File: src/rtl/tx_st_arbiter_gowin_if.sv
// Bundles the two TX Classic requester streams and the Gowin TX streaming port.
// slave = arbiter view, master = the engines/core environment around it.
interface tx_st_arbiter_gowin_if #(
   parameter int unsigned W = 256
);
   logic [W-1:0] tx0_tlp;
   logic         tx0_tlp_valid;
   logic         tx0_tlp_start_flag;
   logic         tx0_tlp_end_flag;
   logic [2:0]   tx0_tlp_end_offset;
   logic         tx0_tlp_ready;

   logic [W-1:0] tx1_tlp;
   logic         tx1_tlp_valid;
   logic         tx1_tlp_start_flag;
   logic         tx1_tlp_end_flag;
   logic [2:0]   tx1_tlp_end_offset;
   logic         tx1_tlp_ready;

   logic [W-1:0] tx_st_data;
   logic         tx_st_valid;
   logic         tx_st_ready;
   logic         tx_st_sop;
   logic         tx_st_eop;
   logic         tx_st_empty;

   modport slave (
      input  tx0_tlp, tx0_tlp_valid, tx0_tlp_start_flag, tx0_tlp_end_flag, tx0_tlp_end_offset,
      output tx0_tlp_ready,
      input  tx1_tlp, tx1_tlp_valid, tx1_tlp_start_flag, tx1_tlp_end_flag, tx1_tlp_end_offset,
      output tx1_tlp_ready,
      output tx_st_data, tx_st_valid, tx_st_sop, tx_st_eop, tx_st_empty,
      input  tx_st_ready
   );

   modport master (
      output tx0_tlp, tx0_tlp_valid, tx0_tlp_start_flag, tx0_tlp_end_flag, tx0_tlp_end_offset,
      input  tx0_tlp_ready,
      output tx1_tlp, tx1_tlp_valid, tx1_tlp_start_flag, tx1_tlp_end_flag, tx1_tlp_end_offset,
      input  tx1_tlp_ready,
      input  tx_st_data, tx_st_valid, tx_st_sop, tx_st_eop, tx_st_empty,
      output tx_st_ready
   );
endinterface

File: src/rtl/tx_st_arbiter_gowin.sv
// Packet-atomic round-robin arbiter of two TX Classic requesters onto the Gowin TX
// streaming port, with Classic->SOP/EOP/EMPTY conversion and a registered output beat.
module tx_st_arbiter_gowin #(
   parameter int unsigned C_PCI_DATA_WIDTH = 256,
   parameter bit          C_REQ0_PRIORITY  = 1'b0
) (
   input  logic                   i_clk,
   input  logic                   i_rst_n,
   tx_st_arbiter_gowin_if.slave   if_tx,
   output logic                   o_err_drop
);
   localparam int unsigned DW = C_PCI_DATA_WIDTH;

   typedef enum logic [1:0] {
      S_IDLE = 2'd0,
      S_GNT0 = 2'd1,
      S_GNT1 = 2'd2
   } state_t;

   state_t        r_state;
   logic          r_rr;       // 0: req0 wins the next tie, 1: req1 wins
   logic [DW-1:0] r_data;
   logic          r_valid;
   logic          r_sop;
   logic          r_eop;
   logic          r_empty;
   logic          r_err_drop;

   logic          w_idle;
   logic          w_cand0;
   logic          w_cand1;
   logic          w_drop0;
   logic          w_drop1;
   logic          w_out_free;
   logic          w_acc0;
   logic          w_acc1;
   logic          w_acc;
   logic [DW-1:0] w_acc_data;
   logic          w_acc_sop;
   logic          w_acc_eop;
   logic [2:0]    w_acc_off;

   assign w_idle     = (r_state == S_IDLE);
   assign w_cand0    = if_tx.tx0_tlp_valid & if_tx.tx0_tlp_start_flag;
   assign w_cand1    = if_tx.tx1_tlp_valid & if_tx.tx1_tlp_start_flag;
   assign w_drop0    = w_idle & if_tx.tx0_tlp_valid & ~if_tx.tx0_tlp_start_flag;
   assign w_drop1    = w_idle & if_tx.tx1_tlp_valid & ~if_tx.tx1_tlp_start_flag;
   assign w_out_free = ~r_valid | if_tx.tx_st_ready;

   assign w_acc0 = (r_state == S_GNT0) & if_tx.tx0_tlp_valid & w_out_free;
   assign w_acc1 = (r_state == S_GNT1) & if_tx.tx1_tlp_valid & w_out_free;
   assign w_acc  = w_acc0 | w_acc1;

   // Discard-ready is gated by reset so every output reads 0 while reset is held
   assign if_tx.tx0_tlp_ready = ((r_state == S_GNT0) & w_out_free) | (w_drop0 & i_rst_n);
   assign if_tx.tx1_tlp_ready = ((r_state == S_GNT1) & w_out_free) | (w_drop1 & i_rst_n);

   assign w_acc_data = (r_state == S_GNT1) ? if_tx.tx1_tlp            : if_tx.tx0_tlp;
   assign w_acc_sop  = (r_state == S_GNT1) ? if_tx.tx1_tlp_start_flag : if_tx.tx0_tlp_start_flag;
   assign w_acc_eop  = (r_state == S_GNT1) ? if_tx.tx1_tlp_end_flag   : if_tx.tx0_tlp_end_flag;
   assign w_acc_off  = (r_state == S_GNT1) ? if_tx.tx1_tlp_end_offset : if_tx.tx0_tlp_end_offset;

   always_ff @(posedge i_clk or negedge i_rst_n) begin
      if (!i_rst_n) begin
         r_state    <= S_IDLE;
         r_rr       <= 1'b0;
         r_data     <= '0;
         r_valid    <= 1'b0;
         r_sop      <= 1'b0;
         r_eop      <= 1'b0;
         r_empty    <= 1'b0;
         r_err_drop <= 1'b0;
      end else begin
         r_err_drop <= w_drop0 | w_drop1;

         case (r_state)
            S_IDLE: begin
               if (w_cand0 & w_cand1) begin
                  if (C_REQ0_PRIORITY | ~r_rr) begin
                     r_state <= S_GNT0;
                     r_rr    <= 1'b1;
                  end else begin
                     r_state <= S_GNT1;
                     r_rr    <= 1'b0;
                  end
               end else if (w_cand0) begin
                  r_state <= S_GNT0;
               end else if (w_cand1) begin
                  r_state <= S_GNT1;
               end
            end
            S_GNT0:  if (w_acc0 & if_tx.tx0_tlp_end_flag) r_state <= S_IDLE;
            S_GNT1:  if (w_acc1 & if_tx.tx1_tlp_end_flag) r_state <= S_IDLE;
            default: r_state <= S_IDLE;
         endcase

         // Output beat: load on accept, retire on core ready, otherwise hold
         if (w_acc) begin
            r_data  <= w_acc_data;
            r_sop   <= w_acc_sop;
            r_eop   <= w_acc_eop;
            r_empty <= w_acc_eop & ~w_acc_off[2];
            r_valid <= 1'b1;
         end else if (if_tx.tx_st_ready) begin
            r_valid <= 1'b0;
         end
      end
   end

   assign if_tx.tx_st_data  = r_data;
   assign if_tx.tx_st_valid = r_valid;
   assign if_tx.tx_st_sop   = r_sop;
   assign if_tx.tx_st_eop   = r_eop;
   assign if_tx.tx_st_empty = r_empty;
   assign o_err_drop        = r_err_drop;
endmodule

File: src/flat_wrapper.sv
// flat-port wrapper written by rule: the top's interface ports become plain ports
module tx_st_arbiter_gowin_flat 
#(
   parameter int unsigned C_PCI_DATA_WIDTH = 256,
   parameter bit          C_REQ0_PRIORITY  = 1'b0
)
  (i_clk, i_rst_n, o_err_drop, if_tx_tx0_tlp, if_tx_tx0_tlp_valid, if_tx_tx0_tlp_start_flag, if_tx_tx0_tlp_end_flag, if_tx_tx0_tlp_end_offset, if_tx_tx0_tlp_ready, if_tx_tx1_tlp, if_tx_tx1_tlp_valid, if_tx_tx1_tlp_start_flag, if_tx_tx1_tlp_end_flag, if_tx_tx1_tlp_end_offset, if_tx_tx1_tlp_ready, if_tx_tx_st_data, if_tx_tx_st_valid, if_tx_tx_st_sop, if_tx_tx_st_eop, if_tx_tx_st_empty, if_tx_tx_st_ready);
  tx_st_arbiter_gowin_if #(.W((256))) if_tx_i ();
  input  logic i_clk;
  input  logic i_rst_n;
  output logic o_err_drop;
  input wire logic [$bits(if_tx_i.tx0_tlp)-1:0] if_tx_tx0_tlp;
  input wire logic [$bits(if_tx_i.tx0_tlp_valid)-1:0] if_tx_tx0_tlp_valid;
  input wire logic [$bits(if_tx_i.tx0_tlp_start_flag)-1:0] if_tx_tx0_tlp_start_flag;
  input wire logic [$bits(if_tx_i.tx0_tlp_end_flag)-1:0] if_tx_tx0_tlp_end_flag;
  input wire logic [$bits(if_tx_i.tx0_tlp_end_offset)-1:0] if_tx_tx0_tlp_end_offset;
  output wire logic [$bits(if_tx_i.tx0_tlp_ready)-1:0] if_tx_tx0_tlp_ready;
  input wire logic [$bits(if_tx_i.tx1_tlp)-1:0] if_tx_tx1_tlp;
  input wire logic [$bits(if_tx_i.tx1_tlp_valid)-1:0] if_tx_tx1_tlp_valid;
  input wire logic [$bits(if_tx_i.tx1_tlp_start_flag)-1:0] if_tx_tx1_tlp_start_flag;
  input wire logic [$bits(if_tx_i.tx1_tlp_end_flag)-1:0] if_tx_tx1_tlp_end_flag;
  input wire logic [$bits(if_tx_i.tx1_tlp_end_offset)-1:0] if_tx_tx1_tlp_end_offset;
  output wire logic [$bits(if_tx_i.tx1_tlp_ready)-1:0] if_tx_tx1_tlp_ready;
  output wire logic [$bits(if_tx_i.tx_st_data)-1:0] if_tx_tx_st_data;
  output wire logic [$bits(if_tx_i.tx_st_valid)-1:0] if_tx_tx_st_valid;
  output wire logic [$bits(if_tx_i.tx_st_sop)-1:0] if_tx_tx_st_sop;
  output wire logic [$bits(if_tx_i.tx_st_eop)-1:0] if_tx_tx_st_eop;
  output wire logic [$bits(if_tx_i.tx_st_empty)-1:0] if_tx_tx_st_empty;
  input wire logic [$bits(if_tx_i.tx_st_ready)-1:0] if_tx_tx_st_ready;
  assign if_tx_i.tx0_tlp = if_tx_tx0_tlp;
  assign if_tx_i.tx0_tlp_valid = if_tx_tx0_tlp_valid;
  assign if_tx_i.tx0_tlp_start_flag = if_tx_tx0_tlp_start_flag;
  assign if_tx_i.tx0_tlp_end_flag = if_tx_tx0_tlp_end_flag;
  assign if_tx_i.tx0_tlp_end_offset = if_tx_tx0_tlp_end_offset;
  assign if_tx_tx0_tlp_ready = if_tx_i.tx0_tlp_ready;
  assign if_tx_i.tx1_tlp = if_tx_tx1_tlp;
  assign if_tx_i.tx1_tlp_valid = if_tx_tx1_tlp_valid;
  assign if_tx_i.tx1_tlp_start_flag = if_tx_tx1_tlp_start_flag;
  assign if_tx_i.tx1_tlp_end_flag = if_tx_tx1_tlp_end_flag;
  assign if_tx_i.tx1_tlp_end_offset = if_tx_tx1_tlp_end_offset;
  assign if_tx_tx1_tlp_ready = if_tx_i.tx1_tlp_ready;
  assign if_tx_tx_st_data = if_tx_i.tx_st_data;
  assign if_tx_tx_st_valid = if_tx_i.tx_st_valid;
  assign if_tx_tx_st_sop = if_tx_i.tx_st_sop;
  assign if_tx_tx_st_eop = if_tx_i.tx_st_eop;
  assign if_tx_tx_st_empty = if_tx_i.tx_st_empty;
  assign if_tx_i.tx_st_ready = if_tx_tx_st_ready;
  tx_st_arbiter_gowin #(.C_PCI_DATA_WIDTH(C_PCI_DATA_WIDTH), .C_REQ0_PRIORITY(C_REQ0_PRIORITY)) u_core (.i_clk(i_clk), .i_rst_n(i_rst_n), .if_tx(if_tx_i), .o_err_drop(o_err_drop));
endmodule
File: config.mk
export PLATFORM = sky130hd
export DESIGN_NAME = tx_st_arbiter_gowin_flat
export DESIGN_NICKNAME = d
export VERILOG_FILES = /design/src/rtl/tx_st_arbiter_gowin_if.sv /design/src/rtl/tx_st_arbiter_gowin.sv /design/src/flat_wrapper.sv
export SDC_FILE = /design/constraint.sdc
export NUM_CORES = 1
export LEC_CHECK = 0
export CELL_PAD_IN_SITES_DETAIL_PLACEMENT = 0
export CELL_PAD_IN_SITES_GLOBAL_PLACEMENT = 1
export CORE_AREA = 2 2 312 314
export CTS_CLUSTER_SIZE = 40
export DETAILED_ROUTE_END_ITERATION = 8
export DIE_AREA = 0 0 314 316
export GPL_TIMING_DRIVEN = 0
export PLACE_DENSITY_LB_ADDON = 0.25
export SETUP_SLACK_MARGIN = 0.2
export SYNTH_ARGS = -nofsm -noshare
export SYNTH_HDL_FRONTEND = slang
export SYNTH_SLANG_ARGS = --single-unit
File: constraint.sdc
create_clock -name i_clk -period 2.3 [get_ports i_clk]
set_input_delay 0.345 -clock i_clk [delete_from_list [all_inputs] [get_ports i_clk]]
set_output_delay 0.345 -clock i_clk [all_outputs]
set_load 0.02 [all_outputs]
# Word level (Yosys, flattened, before mapping)
# Cells that the tools add are included.
dict set report totals {
  in_bits 527
  output_inout_bits 263
  wordCells 58
  regBits 264
}
dict set report op_classes {
  n_eq_ne 5
  n_bitwise 27
  n_reduce_logical 4
  n_mux 14
}
# op n
set op_table {}
lappend op_table {{2-to-1 mux 256 bit} 1}
lappend op_table {{AND 1 bit} 18}
lappend op_table {{2-to-1 mux 2 bit} 6}
lappend op_table {{case mux 2 bit (3 select lines)} 1}
lappend op_table {{2-to-1 mux 1 bit} 5}
lappend op_table {{OR 1 bit} 5}
lappend op_table {{inequality test 2 bit, second input constant} 2}
lappend op_table {{inequality test 4 bit, second input constant} 1}
lappend op_table {{NOT 1 bit} 4}
lappend op_table {{2-to-1 mux 3 bit} 1}
lappend op_table {{AND reduction 3 bit} 1}
lappend op_table {{== test 2 x 1 -> 1 bit, second input constant} 1}
lappend op_table {{== test 2 bit, second input constant} 1}
lappend op_table {{logical NOT 2 bit} 1}
lappend op_table {{AND reduction 2 bit} 1}
lappend op_table {{nonzero test 2 bit} 1}

# Depth between registers and ports, before layout
# Gate-level depths: netlist of the first run.
dict set report depth {
  depth_word 6
  mapped_depth 6
  mapped_depth_nobuf 3
}

# Least setup slack after synthesis of the first run
# Ideal clock, no wire load.
dict set report synth_timing {
  kind {flip-flop to flip-flop}
  start {register u_core.r_state[1]}
  end {register u_core.r_data[0], in the netlist u_core.if_tx.tx_st_data[0]}
  stages_incl_launch_ff 7
  slack_ns 0.574
  synth_period_minus_slack_ns 1.726
  required_ns 2.173
  t_arrival_ns 1.598
  setup_time_ns 0.127
  n_path_buf 3
  path_cell_list {dfrtp_1 buf_4 nand3b_4 a21boi_4 buf_12 buf_12 mux2_1}
}
dict set report synth_between {
  elab_chain_cells 4
  word_cells_on_any_way 8
  classes_between {eq/ne: 2; mux: 1; bitwise: 5}
}
# element line
set synth_rtl {}
lappend synth_rtl {{from (decl)} tx_st_arbiter_gowin.sv:20} ;# state_t r_state;
lappend synth_rtl {{from (signal assigned)} tx_st_arbiter_gowin.sv:65} ;# r_state <= S_IDLE;
lappend synth_rtl {{from (signal assigned)} tx_st_arbiter_gowin.sv:80} ;# r_state <= S_GNT0;
lappend synth_rtl {{from (signal assigned)} tx_st_arbiter_gowin.sv:83} ;# r_state <= S_GNT1;
lappend synth_rtl {{== test 2 x 1 -> 1 bit or == test 2 bit (tied branches)} {tx_st_arbiter_gowin.sv:50, tx_st_arbiter_gowin.sv:51, tx_st_arbiter_gowin.sv:58}}
lappend synth_rtl {{AND 1 bit (on tied branches) (2 in a row)} {tx_st_arbiter_gowin.sv:50, tx_st_arbiter_gowin.sv:51}}
lappend synth_rtl {{OR 1 bit} tx_st_arbiter_gowin.sv:52} ;# assign w_acc = w_acc0 | w_acc1;
lappend synth_rtl {{to (signal assigned)} tx_st_arbiter_gowin.sv:99} ;# r_data <= w_acc_data;
lappend synth_rtl {{to (decl)} tx_st_arbiter_gowin.sv:22} ;# logic [DW-1:0] r_data;
# Several ways; a longest one is shown, not always the timed one.
# A chain may end at the register's enable or synchronous reset.

# Worst setup path after layout of the first run
dict set report layout_timing {
  start {register u_core.r_state[1]}
  end {output if_tx_tx1_tlp_ready}
}
dict set report layout_between {
  elab_chain_cells 5
  word_cells_on_any_way 7
  classes_between {eq/ne: 1; bitwise: 5; reduce/logical: 1}
}
# element line
set layout_rtl {}
lappend layout_rtl {{logical NOT 2 bit} tx_st_arbiter_gowin.sv:43} ;# assign w_idle = (r_state == S_IDLE);
lappend layout_rtl {{AND 1 bit (2 in a row)} tx_st_arbiter_gowin.sv:47} ;# assign w_drop1 = w_idle & if_tx.tx1_tlp_valid & ~if_tx.tx1_tlp_start_flag;
lappend layout_rtl {{AND 1 bit} tx_st_arbiter_gowin.sv:56} ;# assign if_tx.tx1_tlp_ready = ((r_state == S_GNT1) & w_out_free) | (w_drop1 & i_rst_n);
lappend layout_rtl {{OR 1 bit *} tx_st_arbiter_gowin.sv:56}
lappend layout_rtl {{to (decl)} flat_wrapper.sv:23} ;# output wire logic [$bits(if_tx_i.tx1_tlp_ready)-1:0] if_tx_tx1_tlp_ready;
# Every way passes the cells marked *; elsewhere a longest branch is shown, timed or not.

==> impl_metrics.ini, run 1 <==
[routing]
dr_wl_met2_um = 30000
via_per_inst = 3.470
drt-pass1-iter-count = 4
routed-via-count = 10440
routed_wl_um = 58340
avgRoutedWirePerCell_um = 19.39
drt-met1-wl_um = 21430
top_layer = met4
drc = 0
ant_nets = 0
drtIter0Drc = 230
route.met3.wl_um = 5453

[sta]
drv_slew = 0
worst_pin_slew_ps = 671.6
hold_viol = 0
fmax_mhz = 494.1
fin_worst_skew_ps = 13.28
rsz0062_at_grt = yes
setup_viol = 0
timing.hold.ws_ps = 345.7
tns_ps = 0
period_share_pct = 88.00
min_period_ps = 2024
slew_headroom_pct = 55.22
finalWorstSetupSlack_ps = 276.1

[grt]
grt_pass1_wl_um = 82290
grt_max_degree = 103
gr-total-overflow = 0
grt_use_total_pct = 11.22
antenna_found_initial = 3
grt_pass1_vias = 12080

[setup_path]
path_max_fanout = 10
critPathKind = reg2out
r2r_slack_ps = 320
worstPathCellList = buf_6, nor4bb_2, a21oi_1, nor2_1, buf_4
rr_startpoint = u_core.r_state[1]
critical-path-slowest-cell = dfrtp_1
critPathTopFamily = flip-flops
cp.arrival_ps = 1680
reg2reg_depth = 6
required_ps = 1960
start_kind = flop
end_kind = output pin
reg2reg_to = u_core.if_tx.tx_st_data[90]
slowest_delay_ps = 390
path_buf_inv = 2

[power_and_ir_drop]
power_mw = 32.86
p_per_area_mw_per_mm2 = 1315
vdd_drop_max_uv = 745.0
p_comb_share_pct = 56.8
p_seq_share_pct = 25.7
swShare_pct = 35.62
intPower_mw = 21.15
leakage_nw = 10.09
power.share.clock_pct = 17.5
power.switching_mw = 11.70

[logic_synthesis]
synth_cell_type_count = 32
avgSynthCellArea_sq_um = 16.11
synth.yosys.seq_area_share_pct = 47.08
synthCells = 871
syn_nets = 1398
netlist_area_sq_mm = 0.01403
synthTopCellsByArea = dfrtp_1 47%, mux2_4 21%, mux2_2 21%
synth_top_area_share_pct = 47.08
synth.largest_area_cell = dfrtp_1
synth_seq_cells = 264
ys.warnings.count = 0

[clock_network]
cts_tree = built
clk_latency_ps = 550
cts_buffer_depth = 3
htreeDepth = 2
clock-sinks = 264
cts-root-buf = clkbuf_16
clkTransAtPathRegs_ps = 60
cts_made_buffers = 37

[finish]
layout.nets = 2234
drive_above_1_share_pct = 33.55
syn_to_final_growth_pct = 78.09
num-fill-cells = 9939

[floorplanning]
start_util_pct = 14.62
chipWidth_um = 314
core-area_sq_mm = 0.09599
dieArea_sq_mm = 0.09922
die_height_um = 316
io_pins = 790
num_rows = 114

[place]
pre_cts_slack_ps = -656.9
portBuffers = 785
hpwl_um = 45630
gp_congestion = 0.7984

[job]
drv_cap = 0

[status]
status = completed

[hold_path]
hp-class = in2async
==> area by class of cell <==
class	instances	area [sq um]	area share (%)
Multi-Input combinational cell	545	6775	27.11
Sequential cell	264	6606	26.44
Timing Repair Buffer	797	8102	32.42
Clock buffer	56	1100	4.401
Buffer	59	708.2	2.834
Inverter	3	11.26	0.04506
Tap cell	1276	1597	6.389
Antenna cell	4	10.01	0.04005
Clock inverter	5	81.33	0.3254
==> layout by cell type (no fill, tap or decap), types with 3 or more instances in the layout <==
| master | n |
|---|---|
| clkbuf_4 | 8 |
| diode_2 | 4 |
| dlygate4sd2_1 | 5 |
| nor2_1 | 3 |
| buf_16 | 4 |
| clkbuf_16 | 40 |
| mux2_4 | 198 |
| clkbuf_1 | 11 |
| clkbuf_8 | 6 |
| inv_1 | 3 |
| buf_4 | 9 |
| dfrtp_1 | 264 |
| buf_6 | 7 |
| mux2_2 | 258 |
| clkdlybuf4s50_1 | 777 |
| dlygate4sd3_1 | 3 |
| buf_12 | 24 |
| buf_2 | 12 |
| mux2_1 | 60 |
==> stage by stage <==
step | cell area (sq um) | utilization (%) | cells
after global routing | 24980 | 26.03 | 3006
after global placement | 23490 | 24.47 | 2932
after CTS | 24820 | 25.85 | 2998
after floorplan | 14030 | - | 871
after detailed placement | 23550 | 24.53 | 2934
final | 24990 | 26.03 | 3009
==> tightest hold or removal path: cells and delay by family <==
| kind | cells | cell delay [ps] |
|---|---|---|
| buffers and inverters | 3 | 900 |
==> worst max path at each step <==
stage	from	endpoint	cells past startpoint
after floorplan	u_core.r_state[1]	u_core.if_tx.tx_st_data[0]	6
after global placement	i_rst_n	u_core.if_tx.tx_st_data[218]	1
after detailed placement	i_rst_n	if_tx_tx1_tlp_ready	6
after CTS	u_core.r_state[1]	if_tx_tx1_tlp_ready	5
after global routing	u_core.r_state[1]	if_tx_tx1_tlp_ready	5
final	u_core.r_state[1]	if_tx_tx1_tlp_ready	5
==> power groups by stage <==
| stage | sequential (mW) | clock (mW) | combinational, mW |
|---|---|---|---|
| after detailed placement | 8.46 | 0 | 18.9 |
| final | 8.45 | 5.73 | 18.7 |
| after floorplan | 11.3 | 0 | 7.73 |
| after global routing | 8.78 | 6.24 | 19.7 |
| after CTS | 8.49 | 6.05 | 19.1 |
| after global placement | 8.46 | 0 | 19.0 |
==> cells in the mapped netlist, drive strengths merged <==
master and n:
nand3b 2, nand3 1, dfrtp 264, o2111ai 1, nor4bb 2, nand2b 2
a21oi 2, nor4 1, nand2 2, buf 59, inv 3, mux2i 1
xor2 1, a22oi 1, o21ai 1, o21a 1, a31oi 2, nor2 3
and3 1, nor2b 2, a21boi 1, mux2 516, a41oi 1, nor3 1
==> flip-flops by register name, indices dropped and copies added (netlist names) <==
| signal | flops |
|---|---|
| u_core.r_state | 2 |
| u_core.r_rr | 1 |
| u_core.if_tx.tx_st_sop | 1 |
| u_core.if_tx.tx_st_eop | 1 |
| u_core.o_err_drop | 1 |
| u_core.if_tx.tx_st_data | 256 |
| u_core.if_tx.tx_st_empty | 1 |
| u_core.if_tx.tx_st_valid | 1 |
==> metal layers <==
metal / vias up / track usage, %
li1: 4836 / -
met1: 5058 / 11.91
met2: 484 / 20.50
met3: 64 / 4.414
met4: 0 / 3.110
met5: - / 0
==> what timing repair did <==
action / CTS / global route
pin swaps: 1 / 1
buffers inserted: 2 / 0
cloned: 1 / 1
hold endpoints to repair: 60 / 111
setup endpoints to repair: 212 / 111
resized for setup: 21 / 22
==> kinds of logic after synthesis <==
family | synth area share, %
mux | 46.78
flops | 47.08
buf+inv | 4.681
simple gates | 0.8381
compound gates | 0.5618
xor+xnor | 0.06243
Power figures use the tool's default switching activity.
==> inputs of run 2 (changes only) <==
CORE_AREA = 2 2 310 312   (was 2 2 312 314)
DIE_AREA = 0 0 312 314   (was 0 0 314 316)
GPL_TIMING_DRIVEN = default   (was 0)
clock period = 1.7 ns   (was 2.3 ns; I/O delays follow)
==> run 2 against run 1 <==
The run now ends with negative setup slack left. Global-route usage shrank 0.28 points. Combinational power grew 45%. Clock skew is 4.9 ps lower. Routed wire length fell by 0.92%. Highest routed layer unchanged.
==> impl_metrics.ini, run 2 (synthesized netlist as in run 1, its figures left out) <==
[status]
status = complete, but fails checks
violations = negative setup slack

[setup_path]
end_kind = flop
path_buf_inv = 2
critPathKind = reg2reg
cp.arrival_ps = 2290
worstPathCellList = nand2b_4, buf_12, buf_16, mux2_2, mux2_4
path_max_fanout = 23
required_ps = 2100
critical-path-slowest-cell = dfrtp_1
slowest_delay_ps = 420
start_kind = flop
critPathTopFamily = multiplexers

[power_and_ir_drop]
p_comb_share_pct = 59.1
power.share.clock_pct = 15.9
leakage_nw = 10.85
p_per_area_mw_per_mm2 = 1779
swShare_pct = 35.05
power.switching_mw = 16.13
p_seq_share_pct = 25.0
intPower_mw = 29.90
vdd_drop_max_uv = 633.9
power_mw = 46.03

[place]
placed_area_sq_mm = 0.02377
gp_congestion = 0.8899
portBuffers = 785
hpwl_um = 43770

[sta]
period_share_pct = 111.1
hold_viol = 0
finalWorstSetupSlack_ps = -189.5
min_period_ps = 1889
fmax_mhz = 529.2
worst_pin_slew_ps = 604.1
slew_headroom_pct = 59.73
drv_slew = 0
rsz0062_at_grt = yes
setup_viol = 473
fin_worst_skew_ps = 8.385

[finish]
final_common_cell = clkdlybuf4s50_1
largest_reg_flops = 256
syn_to_final_growth_pct = 84.40
layout_common_cells = 733 x clkdlybuf4s50_1, 278 x mux2_4, 262 x dfrtp_1, 202 x mux2_2, 49 x clkbuf_16
drive_above_1_share_pct = 39.83
num_antenna_cells = 0
layout.nets = 2276
final_cell_area_sq_mm = 0.02587
post-route-util_pct = 27.40

[clock_network]
clock-sinks = 264
cts_tree = built
clk_latency_ps = 520
cts_buffer_depth = 3
cts_made_buffers = 35
clkTransAtPathRegs_ps = 60
cts-root-buf = clkbuf_16
htreeDepth = 2

[floorplanning]
start_util_pct = 14.86
dieArea_sq_mm = 0.09797
io_pins = 790
core-area_sq_mm = 0.09445
die_height_um = 314
num_rows = 113
chipWidth_um = 312

[routing]
drt-pass1-iter-count = 6
via_per_inst = 3.507
routed-via-count = 10650
routed_wl_um = 57810
drtIter0Drc = 272
ant_nets = 0
drc = 0
avgRoutedWirePerCell_um = 19.05

[job]
drv_cap = 0

[grt]
gr-total-overflow = 0
grt_pass1_vias = 12040
grt_max_degree = 126
grt_use_total_pct = 10.94
antenna_found_initial = 0
grt_pass1_wl_um = 80610

[hold_path]
hp-class = in2reg
-- run 2: changes by cell type in the layout (fill, tap and decap cells not counted), sizes merged --
cell | previous run | this run
buf | 59 | 134
clkbuf | 67 | 63
clkdlybuf4s15 | 0 | 19
clkdlybuf4s50 | 777 | 733
clkinv | 1 | 5
clkinvlp | 1 | 0
diode | 4 | 0
dlygate4sd2 | 5 | 0
dlygate4sd3 | 3 | 1
inv | 4 | 3
-- run 2: through the flow --
step / TNS, ps / hold slack, ps / setup WS, ps / std cells
CTS: -68880 / 402.8 / -188.9 / 3008
global placement: -105660 / 224.3 / -498.6 / 2940
global route: -75810 / 431.8 / -248.9 / 3035
detailed placement: -109270 / 231.0 / -475.4 / 2940
floorplan: -1704 / -40.59 / -8.278 / 871
finish: -39890 / 451.2 / -189.5 / 3035
-- run 2: power groups by stage --
stage | combinational (mW) | sequential, mW | clock, mW
finish | 27.2 | 11.5 | 7.30
global route | 28.6 | 11.9 | 7.95
CTS | 26.2 | 11.5 | 7.69
detailed placement | 25.8 | 11.5 | 0
global placement | 25.8 | 11.5 | 0
floorplan | 10.7 | 15.3 | 0
-- run 2: timing repair --
action	CTS	global route
hold buffers	1	0
endpoints found under the setup margin	521	693
resized for setup	240	90
cloned	4	13
endpoints found under the hold margin	11	0
pin swaps	2	2
buffers inserted	5	14
-- run 2: path summary, 6_finish.rpt --
kind,cells after the start,start,end,slack [ps]
setup / recovery,5,u_core.r_state[0],u_core.if_tx.tx_st_data[118],-190
hold / removal,4,if_tx_tx0_tlp_end_offset[2],u_core.if_tx.tx_st_empty,450
setup reg to reg,5,u_core.r_state[0],u_core.if_tx.tx_st_data[118],-190
hold reg to reg,1,u_core.r_rr,u_core.r_rr,500
max in group asynchronous,4,i_rst_n,u_core.if_tx.tx_st_data[189],160
min in group asynchronous,3,i_rst_n,u_core.r_rr,520
-- run 2: cell type report --
class / instances / area, sq um
clock buffers: 51 / 1039
clock inverters: 7 / 85.08
fillers: 9808 / 68570
inverters: 3 / 11.26
multi-input cells: 545 / 7098
flip-flops and latches: 264 / 6609
well taps: 1265 / 1583
repair buffers: 900 / 9450
-- run 2: worst reg2reg max path: stages (launching register included) --
cell,delay [ps]
dfrtp_1,420
nand2b_4,230
buf_12,200
buf_16,280
mux2_2,390
mux2_4,260
-- run 2: per-layer routing --
layer | global-route usage, % | up-vias | part of all wire (%)
met3 | 3.445 | 70 | 7.3
met5 | 0 | - | 0
met4 | 2.939 | 0 | 2.3
li1 | - | 4930 | -
met1 | 11.49 | 5186 | 36
met2 | 20.86 | 459 | 54
